[src/rtl/ttt_turn_scheduler.sv]
// ---------------------------------------------------------------------------
// ttt_turn_scheduler
//
// Turn sequencer and move arbiter for the 4x4 tic-tac-toe game. Accepts
// rising-edge move requests from the player and the computer, enforces strict
// alternation and cell vacancy, issues one-cycle write commands to the board
// register file, then samples the board's winner output to end the game.
//
// Parameters
//   TIMEOUT_CYCLES  cycles a side may idle in WAIT before forfeiting its turn
//                   (0 disables the timeout)
//   FIRST_MOVER     side to move after reset: 0 = player, 1 = computer
//
// Ports
//   clock              in   system clock, rising edge
//   reset              in   asynchronous active-high reset
//   play / pc          in   player / computer move request (level, edge acts)
//   player_position    in   player target cell 0..15
//   computer_position  in   computer target cell 0..15
//   board              in   cell i at [2i+1:2i]; 00 empty, 01 player, 10 computer
//   who                in   00 none, 01 player wins, 10 computer wins, 11 draw
//   wr_en              out  one-cycle board write strobe
//   wr_pos             out  cell to write
//   wr_val             out  value to write: 01 player, 10 computer
//   turn               out  side to move: 0 = player, 1 = computer
//   illegal            out  one-cycle pulse on a rejected request
//   timeout            out  one-cycle pulse when a turn is forfeited
//   game_over          out  high from game end until reset
//   move_count         out  committed moves, 0..16
// ---------------------------------------------------------------------------
module ttt_turn_scheduler #(
    parameter int TIMEOUT_CYCLES = 15,
    parameter bit FIRST_MOVER    = 1'b0
) (
    input  logic        clock,
    input  logic        reset,
    input  logic        play,
    input  logic        pc,
    input  logic [3:0]  player_position,
    input  logic [3:0]  computer_position,
    input  logic [31:0] board,
    input  logic [1:0]  who,
    output logic        wr_en,
    output logic [3:0]  wr_pos,
    output logic [1:0]  wr_val,
    output logic        turn,
    output logic        illegal,
    output logic        timeout,
    output logic        game_over,
    output logic [4:0]  move_count
);

    localparam int                 TIMER_W    = (TIMEOUT_CYCLES > 2) ? $clog2(TIMEOUT_CYCLES) : 1;
    localparam logic [TIMER_W-1:0] TIMER_LAST = TIMER_W'((TIMEOUT_CYCLES > 0) ? TIMEOUT_CYCLES - 1 : 0);
    localparam logic [4:0]         MAX_MOVES  = 5'd16;

    typedef enum logic [1:0] {
        ST_WAIT,
        ST_COMMIT,
        ST_SETTLE,
        ST_DONE
    } state_t;

    state_t             state, state_nxt;
    logic               play_q, pc_q;
    logic [TIMER_W-1:0] timer, timer_nxt;

    logic               turn_nxt, wr_en_nxt, illegal_nxt, timeout_nxt, game_over_nxt;
    logic [3:0]         wr_pos_nxt;
    logic [1:0]         wr_val_nxt;
    logic [4:0]         move_count_nxt;

    logic               play_req, pc_req, on_req, off_req, cell_free;
    logic [3:0]         on_pos;

    // Request decode: on_req belongs to the side whose turn it is.
    assign play_req  = play & ~play_q;
    assign pc_req    = pc & ~pc_q;
    assign on_req    = turn ? pc_req : play_req;
    assign off_req   = turn ? play_req : pc_req;
    assign on_pos    = turn ? computer_position : player_position;
    assign cell_free = (board[{on_pos, 1'b0} +: 2] == 2'b00);

    // NOTE: state registers use non-blocking assignments so every register
    // samples the pre-edge value of every other register in the same cycle.
    always_ff @(posedge clock or posedge reset) begin
        if (reset) begin
            state      <= ST_WAIT;
            play_q     <= 1'b0;
            pc_q       <= 1'b0;
            timer      <= '0;
            turn       <= FIRST_MOVER;
            wr_en      <= 1'b0;
            wr_pos     <= 4'd0;
            wr_val     <= 2'b00;
            illegal    <= 1'b0;
            timeout    <= 1'b0;
            game_over  <= 1'b0;
            move_count <= 5'd0;
        end else begin
            state      <= state_nxt;
            play_q     <= play;
            pc_q       <= pc;
            timer      <= timer_nxt;
            turn       <= turn_nxt;
            wr_en      <= wr_en_nxt;
            wr_pos     <= wr_pos_nxt;
            wr_val     <= wr_val_nxt;
            illegal    <= illegal_nxt;
            timeout    <= timeout_nxt;
            game_over  <= game_over_nxt;
            move_count <= move_count_nxt;
        end
    end

    // NOTE: every output of this block is given a default first, so no path
    // through the case statement can leave a signal unassigned (no latches).
    always_comb begin
        state_nxt      = state;
        timer_nxt      = timer;
        turn_nxt       = turn;
        wr_en_nxt      = 1'b0;
        wr_pos_nxt     = wr_pos;
        wr_val_nxt     = wr_val;
        illegal_nxt    = 1'b0;
        timeout_nxt    = 1'b0;
        game_over_nxt  = game_over;
        move_count_nxt = move_count;

        case (state)
            ST_WAIT: begin
                if (on_req && cell_free) begin
                    // Accepted move wins over a timeout expiring this cycle.
                    state_nxt   = ST_COMMIT;
                    wr_en_nxt   = 1'b1;
                    wr_pos_nxt  = on_pos;
                    wr_val_nxt  = turn ? 2'b10 : 2'b01;
                    timer_nxt   = '0;
                    illegal_nxt = off_req;
                    if (move_count != MAX_MOVES)
                        move_count_nxt = move_count + 5'd1;
                end else begin
                    // A single pulse covers an occupied-cell and an off-turn reject.
                    illegal_nxt = on_req | off_req;
                    if (TIMEOUT_CYCLES > 0) begin
                        if (timer == TIMER_LAST) begin
                            timeout_nxt = 1'b1;
                            turn_nxt    = ~turn;
                            timer_nxt   = '0;
                        end else begin
                            timer_nxt = timer + TIMER_W'(1);
                        end
                    end
                end
            end

            // Requests during COMMIT and SETTLE are silently discarded.
            ST_COMMIT: state_nxt = ST_SETTLE;

            ST_SETTLE: begin
                // The board has held the new value for a full cycle here.
                if (who != 2'b00 || move_count == MAX_MOVES) begin
                    state_nxt     = ST_DONE;
                    game_over_nxt = 1'b1;
                end else begin
                    state_nxt = ST_WAIT;
                    turn_nxt  = ~turn;
                end
            end

            ST_DONE: illegal_nxt = play_req | pc_req;

            default: state_nxt = ST_WAIT;
        endcase
    end

endmodule

[config.mk]
export PLATFORM = sky130hd
export DESIGN_NAME = ttt_turn_scheduler
export DESIGN_NICKNAME = d
export VERILOG_FILES = /design/src/rtl/ttt_turn_scheduler.sv
export SDC_FILE = /design/constraint.sdc
export NUM_CORES = 1
export LEC_CHECK = 0
export BUFFER_PORTS_ARGS = -buffer_cell sky130_fd_sc_hd__clkbuf_2
export CAP_MARGIN = 20
export CORE_AREA = 2 2 77 79
export CTS_BUF_LIST = sky130_fd_sc_hd__clkbuf_16
export DETAILED_ROUTE_END_ITERATION = 8
export DIE_AREA = 0 0 79 81
export PLACE_DENSITY = 0.49
export SYNTH_ARGS = -nofsm -noshare
export SYNTH_HDL_FRONTEND = slang
export SYNTH_SLANG_ARGS = --single-unit
export TNS_END_PERCENT = 100
[constraint.sdc]
create_clock -name clock -period 2.8 [get_ports clock]
set_input_delay 0.7 -clock clock [delete_from_list [all_inputs] [get_ports clock]]
set_output_delay 0.7 -clock clock [all_outputs]
set_load 0.005 [all_outputs]
==> results.yml <==
clock_tree:
  cts_max_level: 1
  cts_hold_buf: 0
  clk_latency_ns: 0.25
  cts_buffer_depth: 2
  cts_tree: "yes"
  cts.clk_slew.worst_paths_ns: 0.06
  cts_sinks: 24
  cts_root_buf: "clkbuf_16"
  numCtsBuffers: 3
  cts_resized: 0
  post-cts-setup-buffers: 0
worst_setup_path:
  critPathRequiredTime_ns: 2.94
  cpMaxStageDelayCell: "dfrtp_1"
  reg2reg_from: "turn"
  start_kind: "flop"
  rrSetupSlack_ns: 0.35
  crit_family: "multiplexers"
  rr_worst_depth: 6
  arrival_ns: 2.59
  endpoint_kind: "flop"
  crit_fanout: 9
  critPathBufInv: 0
  path_cells: "mux2_4 > or3_1 > a32oi_2 > nand4b_2 > a21oi_2 > mux2_1"
  rr_endpoint: "move_count[1]"
  critPathKind: "reg -> reg"
  slowest_delay_ns: 0.47
final_layout:
  final.fill_count: 605
  drive_above_1_share_pct: 38.0
  area_growth_pct: 34.6
  nNetsFinal: 289
  n_antenna_cell: 0
route:
  ant_nets: 0
  drt_iter0_markers: 60
  drt-pass1-iter-count: 4
  viasPerCell: 4.68
  drc: 0
  post_drt_wl_per_cell_um: 12.2
  drt-total-wl_um: 3780
  via_count: 1445
floorplanning:
  die_w_um: 79
  dieArea_mm2: 0.00640
  io_pins: 62
  coreArea_mm2: 0.00568
  rows: 28
  start_util_pct: 28.3
  die_y_um: 81
yosys:
  ys.flop_type: "dfrtp_1"
  syn_area_mm2: 0.00161
  synthSimpleGateAreaFrac_pct: 23.9
  ys_warn_count: 0
  ys_seq_area_share_pct: 37.4
  yosysUniqueCellTypes: 45
  synth.area.mux_share_pct: 9.42
  ys_ff_latch: 24
  synth_top_family_by_area: "simple AND/OR/NAND/NOR gates"
  synth_xor_xnor_area_share_pct: 1.63
  synth_edf_count: 0
  synth_area_per_cell_um2: 9.80
  synth_compound_area_share_pct: 17.7
  syn-num-nets: 218
  synthAdderAreaFrac_pct: 6.23
  async_flop_share_pct: 100
  synthCells: 164
sta:
  fin_skew_ns: 0.00225
  finalSetupViolCount: 0
  tightest_slew_ns: 0.585
  finalCriticalPeriod_ns: 2.45
  finalCritPeriodShare_pct: 87.4
  rsz0062_at_grt: "false"
  drv_slew: 0
  tns_ns: 0
  max_freq_mhz: 409
  hold_ws_ns: 0.463
  hold_violations: 0
  max_slew_margin_pct: 60.9
power:
  p_leak_nw: 1.06
  internal_power_mw: 1.20
  power_frac_clock_pct: 21.2
  powerDensity_mw_per_mm2: 885
  ir_drop_mv: 0.344
  p_sw_uw: 711
  comb_power_share_pct: 48.0
  swShare_pct: 37.1
  seq_power_share_pct: 30.7
grt:
  antenna_found_initial: 0
  grt_pass1_vias: 1443
  grt_overflow: 0
  grt_usage_pct: 13.0
  grt_pass1_wl_um: 6690
  grt_max_degree: 25
run_status:
  status: "completed"
place:
  place_congestion: 0.787
  port_buffers: 61
  post-dp-hpwl_um: 3060
run:
  drv_cap: 0
worst_hold_path:
  hp-class: "in -> async"
cells by family (layout without fill, tap and decap cells):
group	count (synthesis)	count (layout)
mux	14	14
simple gates	64	64
fa+ha+maj	8	8
buf+inv	16	86
flops	24	24
compound gates	35	35
xor+xnor	3	3
per-layer routing:
metal | vias to the layer above | part of all wire [%] | wire, um | global-route usage (%)
li1 | 751 | - | - | -
met1 | 668 | 44 | 1660 | 16.3
met2 | 24 | 52 | 1950 | 23.5
met3 | 2 | 3.9 | 146 | 2.78
met4 | 0 | 0.50 | 19 | 2.07
met5 | - | 0 | 0 | 0
layout make-up:
| cell class | count | area [um2] | area share (%) |
|---|---|---|---|
| Clock buffer | 3 | 75.1 | 3.47 |
| Timing Repair Buffer | 70 | 373 | 17.2 |
| Clock inverter | 1 | 30.0 | 1.39 |
| Sequential cell | 24 | 601 | 27.8 |
| Inverter | 12 | 45.0 | 2.08 |
| Tap cell | 75 | 93.8 | 4.34 |
| Multi-Input combinational cell | 124 | 946 | 43.7 |
power groups by stage:
stage / sequential, mW / clock (mW) / combinational [mW]
6_report: 0.589 / 0.407 / 0.920
5_1_grt: 0.612 / 0.435 / 1.04
4_1_cts: 0.592 / 0.421 / 0.935
3_5_place_dp: 0.598 / 0 / 0.930
3_3_place_gp: 0.598 / 0 / 0.926
2_1_floorplan: 0.580 / 0 / 0.641
Yosys cell counts, types with 2 or more instances:
library cell / number / area (um2)
xor2_1: 2 / 17.5
o31a_1: 2 / 17.5
a32oi_2: 4 / 65.1
o22ai_1: 3 / 18.8
nand2_1: 6 / 22.5
dfrtp_1: 24 / 601
inv_1: 12 / 45.0
o21ai_1: 3 / 15.0
nand3_1: 9 / 45.0
nand2b_1: 9 / 56.3
ha_1: 8 / 100
a41oi_1: 3 / 26.3
or3_1: 8 / 50.1
clkbuf_1: 3 / 11.3
nor2_1: 13 / 48.8
a21oi_1: 6 / 30.0
o32ai_1: 3 / 26.3
mux2i_1: 8 / 80.1
mux2_1: 5 / 56.3
nor4b_1: 2 / 17.5
o21ai_0: 4 / 20.0
nand4_1: 3 / 18.8
or2_2: 2 / 12.5
worst max-delay path by stage:
stage,from,to,slack (ns),cells past startpoint
6_report,turn,move_count[1],0.35,6
5_1_grt,turn,move_count[1],0.21,6
4_1_cts,turn,move_count[1],0.32,6
3_5_place_dp,player_position[0],move_count[1],0.06,7
3_3_place_gp,player_position[0],move_count[1],0.14,7
2_1_floorplan,player_position[0],move_count[1],0.33,6
registers in the layout, indices dropped and copies added, names as in the netlist:
| name | cells |
|---|---|
| game_over | 1 |
| illegal | 1 |
| move_count | 5 |
| pc_q | 1 |
| play_q | 1 |
| state | 2 |
| timeout | 1 |
| timer | 4 |
| turn | 1 |
| wr_en | 1 |
| wr_pos | 4 |
| wr_val | 2 |
per-stage QoR:
step	power, mW	util, %	cells	instance area, um2	setup slack [ns]
finish	1.92	38.1	309	2160	0.353
global route	2.09	38.1	309	2160	0.207
floorplan	1.22	-	164	1610	0.334
CTS	1.95	38.1	309	2160	0.324
detailed placement	1.53	36.3	305	2060	0.0648
global placement	1.52	36.3	305	2060	0.137
placed cells by master (no fill, tap or decap), types with 2 or more instances in the layout:
| cell | n |
|---|---|
| nor4b_1 | 2 |
| a41oi_1 | 3 |
| nand2_1 | 6 |
| o22ai_1 | 3 |
| o21ai_1 | 3 |
| or3_1 | 8 |
| nand3_1 | 9 |
| xor2_1 | 2 |
| clkbuf_2 | 61 |
| nand2b_1 | 9 |
| o21ai_0 | 4 |
| o32ai_1 | 3 |
| a21oi_1 | 6 |
| or2_2 | 2 |
| nor2_1 | 13 |
| nand4_1 | 3 |
| buf_4 | 9 |
| mux2_1 | 5 |
| o31a_1 | 2 |
| ha_1 | 8 |
| clkbuf_16 | 3 |
| a32oi_2 | 4 |
| mux2i_1 | 8 |
| dfrtp_1 | 24 |
| inv_1 | 12 |
worst min-delay path: stages:
cell	delay, ns
clkbuf_2	0.08
inv_1	0.04
buf_4	0.29
No activity file was read; power rests on OpenSTA's default activity.
